==> src/rtl/integer_multiplier_pkg.sv <==
// Shared state encodings and default operand width for the shift-and-add multiplier.
package mult_pkg;

    localparam int W_DEFAULT = 4;

    typedef enum logic [2:0] {
        IDLE  = 3'd0,
        LOAD  = 3'd1,
        TEST  = 3'd2,
        ADD   = 3'd3,
        SHIFT = 3'd4,
        DONE  = 3'd5
    } state_e;

endpackage

==> src/rtl/integer_multiplier_datapath.sv <==
// Datapath for the shift-and-add multiplier: multiplicand, carry-extended accumulator,
// shifting multiplier, iteration counter and the product register.
module shift_add_datapath
    import mult_pkg::*;
#(
    parameter int W = W_DEFAULT
) (
    input  logic           clk,
    input  logic           rst,
    input  logic           ld,
    input  logic           add,
    input  logic           shr,
    input  logic           ldp,
    input  logic [W-1:0]   a,
    input  logic [W-1:0]   b,
    output logic [2*W-1:0] p,
    output logic           q0,
    output logic           cnt_is_1
);

    localparam int CW = $clog2(W + 1);

    logic [W-1:0]   m_q,   m_d;
    logic [W:0]     acc_q, acc_d;
    logic [W-1:0]   q_q,   q_d;
    logic [CW-1:0]  cnt_q, cnt_d;
    logic [2*W-1:0] p_q,   p_d;
    logic [2*W:0]   shifted;

    // The product register captures the post-shift value, so it is fed from the
    // same shifted word that updates {A,Q} in the final SHIFT cycle.
    always_comb begin
        shifted = {acc_q, q_q} >> 1;
        m_d     = m_q;
        acc_d   = acc_q;
        q_d     = q_q;
        cnt_d   = cnt_q;
        p_d     = p_q;
        if (ld) begin
            m_d   = a;
            q_d   = b;
            acc_d = '0;
            cnt_d = CW'(W);
        end else if (add) begin
            acc_d = acc_q + {1'b0, m_q};
        end else if (shr) begin
            acc_d = shifted[2*W:W];
            q_d   = shifted[W-1:0];
            cnt_d = cnt_q - 1'b1;
        end
        if (ldp) begin
            p_d = shifted[2*W-1:0];
        end
    end

    always_ff @(posedge clk) begin
        if (rst) begin
            m_q   <= '0;
            acc_q <= '0;
            q_q   <= '0;
            cnt_q <= '0;
            p_q   <= '0;
        end else begin
            m_q   <= m_d;
            acc_q <= acc_d;
            q_q   <= q_d;
            cnt_q <= cnt_d;
            p_q   <= p_d;
        end
    end

    assign p        = p_q;
    assign q0       = q_q[0];
    assign cnt_is_1 = (cnt_q == CW'(1));

endmodule

==> src/rtl/integer_multiplier.sv <==
// Sequential unsigned shift-and-add multiplier: control FSM, status decode and the
// datapath instance.
module integer_multiplier
    import mult_pkg::*;
#(
    parameter int W = W_DEFAULT
) (
    input  logic           clk,
    input  logic           rst,
    input  logic           go,
    input  logic [W-1:0]   a,
    input  logic [W-1:0]   b,
    output logic [2*W-1:0] p,
    output logic           done,
    output logic           busy,
    output logic [2:0]     CS
);

    state_e state_q, state_d;
    logic   ld, add, shr, ldp;
    logic   q0, cnt_is_1;

    // Unused encodings fall back to IDLE through the default arm.
    always_comb begin
        state_d = state_q;
        ld      = 1'b0;
        add     = 1'b0;
        shr     = 1'b0;
        ldp     = 1'b0;
        case (state_q)
            IDLE:    if (go) state_d = LOAD;
            LOAD: begin
                ld      = 1'b1;
                state_d = TEST;
            end
            TEST:    state_d = q0 ? ADD : SHIFT;
            ADD: begin
                add     = 1'b1;
                state_d = SHIFT;
            end
            SHIFT: begin
                shr = 1'b1;
                if (cnt_is_1) begin
                    ldp     = 1'b1;
                    state_d = DONE;
                end else begin
                    state_d = TEST;
                end
            end
            DONE:    state_d = IDLE;
            default: state_d = IDLE;
        endcase
    end

    always_ff @(posedge clk) begin
        if (rst) begin
            state_q <= IDLE;
        end else begin
            state_q <= state_d;
        end
    end

    assign done = (state_q == DONE);
    assign busy = (state_q != IDLE);
    assign CS   = state_q;

    shift_add_datapath #(
        .W(W)
    ) u_datapath (
        .clk      (clk),
        .rst      (rst),
        .ld       (ld),
        .add      (add),
        .shr      (shr),
        .ldp      (ldp),
        .a        (a),
        .b        (b),
        .p        (p),
        .q0       (q0),
        .cnt_is_1 (cnt_is_1)
    );

endmodule

==> config.mk <==
export PLATFORM = sky130hd
export DESIGN_NAME = integer_multiplier
export DESIGN_NICKNAME = d
export VERILOG_FILES = /design/src/rtl/integer_multiplier_pkg.sv /design/src/rtl/integer_multiplier_datapath.sv /design/src/rtl/integer_multiplier.sv
export SDC_FILE = /design/constraint.sdc
export NUM_CORES = 1
export LEC_CHECK = 0
export BUFFER_PORTS_ARGS = -buffer_cell sky130_fd_sc_hd__buf_4
export CORE_MARGIN = 2
export CORE_UTILIZATION = 54
export CTS_CLUSTER_DIAMETER = 50
export DETAILED_ROUTE_END_ITERATION = 10
export GPL_ROUTABILITY_DRIVEN = 0
export HOLD_SLACK_MARGIN = 0.03
export PLACE_DENSITY = 0.78
export SYNTH_ARGS = -nofsm -noshare
export SYNTH_HDL_FRONTEND = slang
export SYNTH_SLANG_ARGS = --single-unit
==> constraint.sdc <==
create_clock -name clk -period 2.1 [get_ports clk]
set_input_delay 0.105 -clock clk [delete_from_list [all_inputs] [get_ports clk]]
set_output_delay 0.105 -clock clk [all_outputs]
set_load 0.01 [all_outputs]
==> impl_metrics.env <==
export IMPL_outcome="finished clean"
export IMPL_grt_overflow=0
export IMPL_synth_cell_types=37
export IMPL_yosysWarningCount=0
export IMPL_place_hpwl_mm=2.013
export IMPL_clock_root_buffer="clkbuf_4"
export IMPL_synth_edff_count=0
export IMPL_ys_ff_latch=27
export IMPL_path_max_fanout=4
export IMPL_grt_usage_pct=21.31
export IMPL_antenna_found_initial=0
export IMPL_required_ns=2.36
export IMPL_grt_pass1_vias=1000
export IMPL_portBuffers=23
export IMPL_vias_per_cell=5.609
export IMPL_tightest_slew_ns=0.5814
export IMPL_relSlewSlack_pct=61.24
export IMPL_grt_start_max_net_pins=19
export IMPL_reg2reg_depth=6
export IMPL_synthFlopType="dfxtp_1"
export IMPL_final_cells=197
export IMPL_syn_avg_cell_area_sq_um=8.964
export IMPL_syn_inst=146
export IMPL_row_count=17
export IMPL_critPathLaunch="u_datapath.acc_q[0]"
export IMPL_setup_slack_ns=0.3879
export IMPL_ant_nets=0
export IMPL_worst_ep_arrival_time_ns=1.97
export IMPL_postCtsHoldBufs=3
export IMPL_drive_gt1_share_pct=17.75
export IMPL_ctsLongestPathBuffers=2
export IMPL_async_flop_share_pct=0
export IMPL_routed_wl_mm=2.781
export IMPL_numCtsBuffers=3
export IMPL_core_sq_mm=0.002255
export IMPL_drv_slew=0
export IMPL_rsz0062_at_grt="no"
export IMPL_yosysTopAreaCellShare_pct=41.30
export IMPL_path_clk_slew_ns=0.14
export IMPL_start_util_pct=58.05
export IMPL_hold_path_class="in2reg"
export IMPL_worstSetupEndpointType="flop"
export IMPL_worst_ir_drop_vdd_mv=0.4050
export IMPL_holdPathStages=3
export IMPL_fp_dieW_um=53.23
export IMPL_grt_pass1_wl_mm=4.374
export IMPL_die_h_um=53.23
export IMPL_setup_viol=0
export IMPL_clkLatencyLatePin_ns=0.31
export IMPL_place_area_sq_mm=0.001460
export IMPL_critPathLaunchType="flop"
export IMPL_fin_crit_sh_pct=81.53
export IMPL_num_io_pins=24
export IMPL_setup_tns_ns=0
export IMPL_dieArea_sq_mm=0.002833
export IMPL_cts_tree="yes"
export IMPL_layout_min_cycle_time_ns=1.712
export IMPL_drv_cap=0
export IMPL_layout_nets=188
export IMPL_regToRegStartpoint="u_datapath.acc_q[0]"
export IMPL_hold_viol=0
export IMPL_yosysSeqAreaShare_pct=41.30
export IMPL_area_growth_pct=16.63
export IMPL_fmaxAchievable_mhz=584.1
export IMPL_place_inst=189
export IMPL_cts_setup_buffers=0
export IMPL_power_leakage_nw=0.6800
export IMPL_yosysTopAreaCell="dfxtp_1"
export IMPL_fin_area_sq_mm=0.001526
export IMPL_dpl_worst_slack_ns=0.4105
export IMPL_skew_ns=0.01295
export IMPL_drc=0
export IMPL_min_from="b[2]"
export IMPL_syn_area_sq_mm=0.001309
export IMPL_num_vias=1105
export IMPL_yosys_top_cells_area="dfxtp_1 (41%), mux2i_1 (6.1%), a21oi_1 (5.7%)"
export IMPL_path_class="reg2reg"
export IMPL_drt_iter0_drc=28
export IMPL_cts_sinks=27
export IMPL_wl_per_cell_um=14.12
export IMPL_dr_pass1_iters=4
export IMPL_cts_resized=0
export IMPL_antenna_cells=0
export IMPL_syn_num_nets=164
export IMPL_cts_max_level=1
export IMPL_p_per_area_mw_per_mm2=638.0
==> placed cells by master, fill, tap and decap left out, types with 2 or more instances in the layout <==
cell	n
nand2_1	14
a22oi_1	4
nand3_1	4
o211ai_1	2
or3b_1	2
a21oi_1	15
buf_4	24
nand3b_1	2
dfxtp_1	27
mux2i_1	8
nor2_1	20
o22ai_1	3
clkbuf_4	3
nand2b_1	5
inv_1	4
dlygate4sd3_1	4
nor3_1	4
ha_1	6
==> critical path: stages, from the launching register on <==
cell	delay [ns]
dfxtp_1	0.36
ha_1	0.24
fa_1	0.41
a21o_1	0.20
a21oi_1	0.19
o211ai_1	0.12
a21oi_1	0.15
==> final timing paths <==
check                              to  slack, ns
setup / recovery  u_datapath.acc_q[4]       0.39
hold / removal      u_datapath.q_q[2]       0.07
setup reg to reg  u_datapath.acc_q[4]       0.39
hold reg to reg     u_datapath.m_q[2]       0.47
==> area by class of cell <==
cell class	instances	area, sq um
fillers	180	728.2
well taps	28	35.03
repair buffers	28	220.2
inverters	4	15.01
multi-input cells	106	689.4
clock buffers	4	26.28
flip-flops and latches	27	540.5
==> per-layer routing <==
metal	track usage [%]	wire, um
met1	27.94	1269
met3	3.672	116
met5	0	0
met4	7.265	35
met2	34.98	1360
==> power by group <==
part | internal [mW] | switching, mW
sequential | 0.542 | 0.0341
combinational | 0.0852 | 0.102
clock | 0.0741 | 0.137
total | 0.701 | 0.273
==> registers in the layout, summed over array words and instances, names as in the netlist <==
| name | count |
|---|---|
| u_datapath.acc_q | 5 |
| u_datapath.p | 8 |
| u_datapath.cnt_q | 3 |
| CS | 3 |
| u_datapath.q_q | 4 |
| u_datapath.m_q | 4 |
==> cells by family (layout without fill, tap and decap cells) <==
group,Yosys count,after routing,share of synthesized area (%)
fa+ha+maj,7,7,7.266
mux,8,8,6.119
simple gates,57,57,21.99
buf+inv,13,36,6.022
compound gates,32,32,15.97
xor+xnor,2,2,1.339
flops,27,27,41.30
==> stage by stage <==
stage | total power, mW | utilization [%] | hold slack, ns
global placement | 0.7583 | 64.76 | 0.3567
CTS | 0.9860 | 67.26 | 0.03368
finish | 0.9739 | 67.70 | 0.07430
global route | 1.033 | 67.70 | 0.05777
detailed placement | 0.7669 | 64.76 | 0.3647
floorplan | 0.7174 | - | 0.2410
==> synthesized netlist by cell type (2+ instances only) <==
cell type,n
dfxtp_1,27
nor2_1,20
a21oi_1,15
nand2_1,14
mux2i_1,8
ha_1,6
nand2b_1,5
a22oi_1,4
inv_1,4
nand3_1,4
nor3_1,4
buf_2,3
buf_6,3
o22ai_1,3
nand3b_1,2
o211ai_1,2
or3b_1,2
Note: power is estimated with default switching activity, not from simulation.
